## src/rtl/bpu_pkg.sv

```systemverilog
// Shared branch-predictor definitions: default geometry, FSM states and
// the counter/index helpers used by the gshare predictor.
package bpu_pkg;

  localparam int IDX_W_DEF = 9;
  localparam int GHR_W_DEF = 9;
  localparam int CNT_W_DEF = 2;

  typedef enum logic {
    INIT,
    RUN
  } state_t;

  // Saturating counter helpers on a 32-bit carrier; callers truncate to CNT_W.
  function automatic logic [31:0] sat_inc(input logic [31:0] v, input int w);
    logic [31:0] top;
    top = (32'd1 << w) - 32'd1;
    return (v >= top) ? top : v + 32'd1;
  endfunction

  function automatic logic [31:0] sat_dec(input logic [31:0] v);
    return (v == 32'd0) ? 32'd0 : v - 32'd1;
  endfunction

  // PC field and history are zero-extended by the caller, so a short GHR
  // only folds into the low index bits.
  function automatic logic [31:0] gshare_idx(input logic [31:0] pc_bits,
                                             input logic [31:0] ghr);
    return pc_bits ^ ghr;
  endfunction

endpackage

```

## src/rtl/ugshare_tbl.sv

```systemverilog
// 1R1W counter array with registered read; a write to the address being
// read in the same cycle is forwarded to the read register.
module ugshare_tbl
  import bpu_pkg::*;
#(
  parameter int IDX_W = IDX_W_DEF,
  parameter int CNT_W = CNT_W_DEF
) (
  input  logic             clk,
  input  logic             rst,
  input  logic             we,
  input  logic [IDX_W-1:0] waddr,
  input  logic [CNT_W-1:0] wdata,
  input  logic             re,
  input  logic [IDX_W-1:0] raddr,
  output logic [CNT_W-1:0] rdata
);

  localparam int DEPTH = 2 ** IDX_W;

  logic [CNT_W-1:0] mem [DEPTH];

  always_ff @(posedge clk) begin
    if (we) mem[waddr] <= wdata;
  end

  always_ff @(posedge clk) begin
    if (rst) begin
      rdata <= '0;
    end else if (re) begin
      rdata <= (we && (waddr == raddr)) ? wdata : mem[raddr];
    end
  end

endmodule

```

## src/rtl/ugshare_pred.sv

```systemverilog
// Gshare direction predictor: PC^GHR indexed counter table, speculative
// global history with mispredict repair, and post-reset table sweep.
module ugshare_pred
  import bpu_pkg::*;
#(
  parameter int MXLEN  = 32,
  parameter int IDX_W  = IDX_W_DEF,
  parameter int GHR_W  = GHR_W_DEF,
  parameter int CNT_W  = CNT_W_DEF,
  parameter int PC_LSB = 2
) (
  input  logic             i_clk,
  input  logic             i_rst,
  input  logic             i_pc_valid,
  input  logic [MXLEN-1:0] i_pc,
  output logic             o_ready,
  output logic             o_pred_valid,
  output logic             o_pred_taken,
  output logic [CNT_W-1:0] o_pred_cnt,
  output logic [GHR_W-1:0] o_pred_ghr,
  input  logic             i_pred_br,
  input  logic             i_upd_valid,
  input  logic [MXLEN-1:0] i_upd_pc,
  input  logic [GHR_W-1:0] i_upd_ghr,
  input  logic [CNT_W-1:0] i_upd_cnt,
  input  logic             i_upd_taken,
  input  logic             i_upd_mispred,
  output logic [GHR_W-1:0] o_ghr
);

  localparam logic [CNT_W-1:0] WEAK_NT = CNT_W'((1 << (CNT_W - 1)) - 1);

  state_t           state, state_nxt;
  logic [IDX_W-1:0] init_ptr, init_ptr_nxt;
  logic             tbl_init;
  logic [GHR_W-1:0] ghr, ghr_nxt;

  logic             lkp_p0, upd_p0;
  logic [IDX_W-1:0] lkp_idx_p0, upd_idx_p0;
  logic [CNT_W-1:0] upd_cnt_p0;
  logic             tbl_we;
  logic [IDX_W-1:0] tbl_waddr;
  logic [CNT_W-1:0] tbl_wdata;

  logic             vld_p1;
  logic [GHR_W-1:0] pred_ghr_p1;
  logic [CNT_W-1:0] cnt_p1;

  // Only the indexed PC slice participates in the hash.
  logic unused_pc;
  assign unused_pc = ^{i_pc, i_upd_pc};

  always_ff @(posedge i_clk) begin
    if (i_rst) begin
      state    <= INIT;
      init_ptr <= '0;
    end else begin
      state    <= state_nxt;
      init_ptr <= init_ptr_nxt;
    end
  end

  always_comb begin
    state_nxt    = state;
    init_ptr_nxt = init_ptr;
    o_ready      = 1'b0;
    tbl_init     = 1'b0;
    case (state)
      INIT: begin
        tbl_init     = 1'b1;
        init_ptr_nxt = init_ptr + 1'b1;
        if (init_ptr == '1) state_nxt = RUN;
      end
      RUN:     o_ready = 1'b1;
      default: state_nxt = INIT;
    endcase
  end

  // Stage p0: hash lookup and update, form table write
  assign lkp_p0     = i_pc_valid && o_ready;
  assign upd_p0     = i_upd_valid && o_ready;
  assign lkp_idx_p0 = IDX_W'(gshare_idx(32'(i_pc[PC_LSB +: IDX_W]), 32'(ghr)));
  assign upd_idx_p0 = IDX_W'(gshare_idx(32'(i_upd_pc[PC_LSB +: IDX_W]), 32'(i_upd_ghr)));
  assign upd_cnt_p0 = i_upd_taken ? CNT_W'(sat_inc(32'(i_upd_cnt), CNT_W))
                                  : CNT_W'(sat_dec(32'(i_upd_cnt)));

  assign tbl_we    = (tbl_init || upd_p0) && !i_rst;
  assign tbl_waddr = tbl_init ? init_ptr : upd_idx_p0;
  assign tbl_wdata = tbl_init ? WEAK_NT : upd_cnt_p0;

  ugshare_tbl #(
    .IDX_W(IDX_W),
    .CNT_W(CNT_W)
  ) u_tbl (
    .clk  (i_clk),
    .rst  (i_rst),
    .we   (tbl_we),
    .waddr(tbl_waddr),
    .wdata(tbl_wdata),
    .re   (lkp_p0),
    .raddr(lkp_idx_p0),
    .rdata(cnt_p1)
  );

  // Stage p1: prediction outputs
  always_ff @(posedge i_clk) begin
    if (i_rst) begin
      vld_p1      <= 1'b0;
      pred_ghr_p1 <= '0;
    end else begin
      vld_p1 <= lkp_p0;
      if (lkp_p0) pred_ghr_p1 <= ghr;
    end
  end

  assign o_pred_valid = vld_p1;
  assign o_pred_cnt   = cnt_p1;
  assign o_pred_taken = cnt_p1[CNT_W-1];
  assign o_pred_ghr   = pred_ghr_p1;

  // Repair beats the speculative shift; truncating the concatenation keeps
  // the youngest GHR_W bits, which also covers a single-bit history.
  always_comb begin
    ghr_nxt = ghr;
    if (upd_p0 && i_upd_mispred) begin
      ghr_nxt = GHR_W'({i_upd_ghr, i_upd_taken});
    end else if (vld_p1 && i_pred_br) begin
      ghr_nxt = GHR_W'({ghr, o_pred_taken});
    end
  end

  always_ff @(posedge i_clk) begin
    if (i_rst) ghr <= '0;
    else       ghr <= ghr_nxt;
  end

  assign o_ghr = ghr;

endmodule

```

## config.mk

```make
export PLATFORM = sky130hd
export DESIGN_NAME = ugshare_pred
export DESIGN_NICKNAME = d
export VERILOG_FILES = /design/src/rtl/bpu_pkg.sv /design/src/rtl/ugshare_tbl.sv /design/src/rtl/ugshare_pred.sv
export SDC_FILE = /design/constraint.sdc
export NUM_CORES = 2
export LEC_CHECK = 0
export ABC_AREA = 1
export CORE_MARGIN = 10
export CORE_UTILIZATION = 55
export CTS_CLUSTER_DIAMETER = 60
export CTS_CLUSTER_SIZE = 24
export DETAILED_ROUTE_END_ITERATION = 10
export PLACE_DENSITY = 0.84
export SLEW_MARGIN = 10
export SYNTH_ARGS = -nofsm -noshare
export SYNTH_HDL_FRONTEND = slang
export SYNTH_HIERARCHICAL = 1
export SYNTH_SLANG_ARGS = --single-unit
```

## constraint.sdc

```tcl
create_clock -name i_clk -period 56.3 [get_ports i_clk]
set_input_delay 14.075 -clock i_clk [delete_from_list [all_inputs] [get_ports i_clk]]
set_output_delay 14.075 -clock i_clk [all_outputs]
set_load 0.05 [all_outputs]
```

==> impl_results.md <==
* Worst path arrival time at 19.51 ns
* Reg2reg start: o_ghr[0]$_SDFFE_PP0P_
* R2r endpoint: u_tbl/rdata[0]$_SDFFE_PP0P_
* CTS tree: yes
* Relative slew slack at 0.00110
* Slew at the pin closest to its max-slew limit at 1.50 ns
* WL/cell at 21.4 µm
* Worst Skew at 0.0254 ns
* DRT Pass-1 Iters at 7
* Cells after synthesis at 4,230
* HPWL after detailed placement at 57,000 µm
* Worst Hold Depth at 2
* Largest area contributor in the netlist: edfxtp_1
* Kind of critical path: in2reg
* Maximum buffer depth of the clock tree at 3
* Max FO, Critical Path at 246
* Register area share after synthesis at 0.692
* Final core utilization at 0.586
* DRC viols at 0
* Antenna cell count at 0
* Grt total ovfl at 0
* Clock Latency Late Sink at 0.65 ns
* Dominant cells by area after synthesis: edfxtp_1 68%, nand3_1 9.4%, nand2_1 8.2%, nor2_1 5.4%, o21ai_0 1.5%
* Fraction of layout cells with a size suffix above 1 at 0.0387
* Crit end category: flop
* Flops & latches, synth at 1,055
* Fin crit share at 0.336
* WHS Endpoint: init_ptr[0]$_SDFFE_PP0N_
* Final Critical Period at 18.93 ns
* Via count at 31,900
* Number of synthesis warnings at 6
* DRT antenna net count at 0
* Status: complete, no violations
* Pins Over Slew Limit at 0
* Total wire length at 111,000 µm
* Startpoint Class: input port
* Area grow syn2layout at 5.75%
* Most common cell after layout, fill and taps aside: edfxtp_1
* Die Wd at 307 µm
* Post-Route Setup TNS at 0 ns
* Max Cap Viol at 0
* Pwr dens at 28.5 mW/mm²
* Initial Util at 0.554
* Die area at 0.0943 mm²
* Via/cell ratio at 6.16
* CORE AREA at 0.0818 mm²
* Worst-path clk slew at 0.09 ns
* R2R cell count at 17
* # IOs at 105
* H-tree Lvls at 2
* P_leak at 15.9 nW
* Post-CTS Setup Repair Bufs at 0
* Post-CTS Resized at 0
* Synth Area per Inst at 10.7 µm²
* Required @ worst endpoint at 56.88 ns
* Final hold violations at 0
* RSZ-0062 raised after global routing: no
* Worst Hold Class: reg2reg
* 1st-iter DRT viols at 4,605
* Clock sink total at 1,055
* Largest net degree at the start of global routing at 273
* Post-Syn Nets at 4,314
* Post-synth cell types at 35
* Synth top area share at 0.678
* Reg-to-reg slack, setup at 50.82 ns
* Initial antenna violation count at 0
* Total power at 1.37 mW
* Num CTS Buffers at 54
* Number of global-route vias before repair at 30,500
* Post-synthesis cell area at 0.0453 mm²
* Maximum vdd drop at 30.3 µV
* Final setup fails at 0
* Die height at 307 µm
* First-pass GRT wire length at 168,000 µm
* Hold Buf Count CTS at 0
* Peak Freq at 52.8 MHz
* Cell row count at 105
* Commonest non-fill, non-tap cells in the layout: 1,024 x edfxtp_1, 969 x nand2_1, 852 x nand3_1
* Port-buffer cells at 58
* Total Routing Usage GR at 0.228
* Hold_sp: init_ptr[0]$_SDFFE_PP0N_
* Root Driver: clkbuf_16
* RePlAce Congestion at 0.864
* Final #Nets at 4,163
-- worst max-delay path, stage by stage --
cell             delay [ns]
clkdlybuf4s50_1        0.48
xor2_4                 0.18
buf_4                  0.40
inv_8                  0.75
buf_12                 0.80
buf_4                  0.83
o21ai_0                0.17
o22ai_1                0.16
nand2_1                0.07
nand3_1                0.14
nand3_1                0.15
nand3_1                0.27
nand2_1                0.12
nand2_1                0.08
nand3_1                0.16
nand3_1                0.12
nand3_1                0.13
a21oi_1                0.16
-- kinds of logic after synthesis --
logic type,synth area share
compound gates,0.0276
xor+xnor,0.00406
fa+ha+maj,0.000552
buf+inv,0.0416
flops,0.692
simple gates,0.234
-- synth_stat cells --
master / n
o21ai_2: 1
inv_1: 78
buf_6: 17
edfxtp_1: 1024
inv_8: 1
a2111oi_0: 1
nand4_1: 3
clkinv_1: 1
xnor2_1: 9
nand2_2: 1
dfxtp_1: 31
o22ai_1: 46
nand2_4: 1
nand3_1: 852
nand3_4: 1
o21ai_1: 7
nor2_4: 1
a21oi_1: 42
nand2_1: 985
o21ai_0: 137
nor2_2: 1
a211o_1: 1
clkbuf_1: 103
xor2_1: 12
nor3_1: 16
nor2_1: 654
ha_1: 2
nor4_1: 3
inv_2: 4
nor4b_1: 1
o21bai_1: 1
buf_1: 49
buf_2: 109
nor4b_2: 1
buf_4: 34
-- how the worst max path moves through the flow --
stage	end	from	slack [ns]
global placement	u_tbl/rdata[0]$_SDFFE_PP0P_	i_pc[2]	37.06
finish	u_tbl/rdata[0]$_SDFFE_PP0P_	i_pc[2]	37.37
floorplan	u_tbl/mem[0][0]$_DFFE_PP_	i_upd_taken	18.20
global route	u_tbl/rdata[0]$_SDFFE_PP0P_	i_pc[2]	37.07
detailed placement	u_tbl/rdata[0]$_SDFFE_PP0P_	i_pc[2]	36.95
CTS	u_tbl/rdata[0]$_SDFFE_PP0P_	i_pc[2]	37.59
-- flip-flops by register name, indices dropped and copies added (netlist names) --
| register | flops |
|---|---|
| o_pred_ghr | 9 |
| o_pred_valid | 1 |
| o_ghr | 9 |
| u_tbl/mem | 1024 |
| u_tbl/rdata | 2 |
| init_ptr | 9 |
| state | 1 |
-- metrics by stage --
| step | setup WS (ns) | hold WS (ns) | area [µm²] | cells |
|---|---|---|---|---|
| floorplan | 18.20 | 0.468 | 45300 | 4230 |
| global placement | 37.06 | 0.494 | 46300 | 5093 |
| detailed placement | 36.95 | 0.499 | 46300 | 5093 |
| CTS | 37.59 | 0.513 | 47900 | 5174 |
| global route | 37.07 | 0.538 | 47900 | 5174 |
| finish | 37.37 | 0.513 | 47900 | 5174 |
-- final cells by class --
type | count | area (µm²)
Fill cell | 6227 | 33900
Clock inverter | 20 | 269
Tap cell | 1070 | 1340
Inverter | 84 | 340
Multi-Input combinational cell | 2779 | 12200
Sequential cell | 1055 | 31400
Timing Repair Buffer | 105 | 983
Clock buffer | 61 | 1400
-- where the power goes --
part           internal, mW  switching (mW)  total (mW)
clock network         0.199           0.237       0.437
registers             0.847        0.000250       0.847
logic                0.0235          0.0606      0.0840
total                  1.07           0.298        1.37
-- routing by layer --
metal / global-route usage / wire (µm) / vias up
met5: 0 / 0 / -
met4: 0.104 / 5470 / 0
met3: 0.0425 / 14300 / 403
met2: 0.368 / 51500 / 2180
met1: 0.298 / 39300 / 15000
li1: - / - / 14300
No activity file was read; power rests on OpenSTA's default activity.
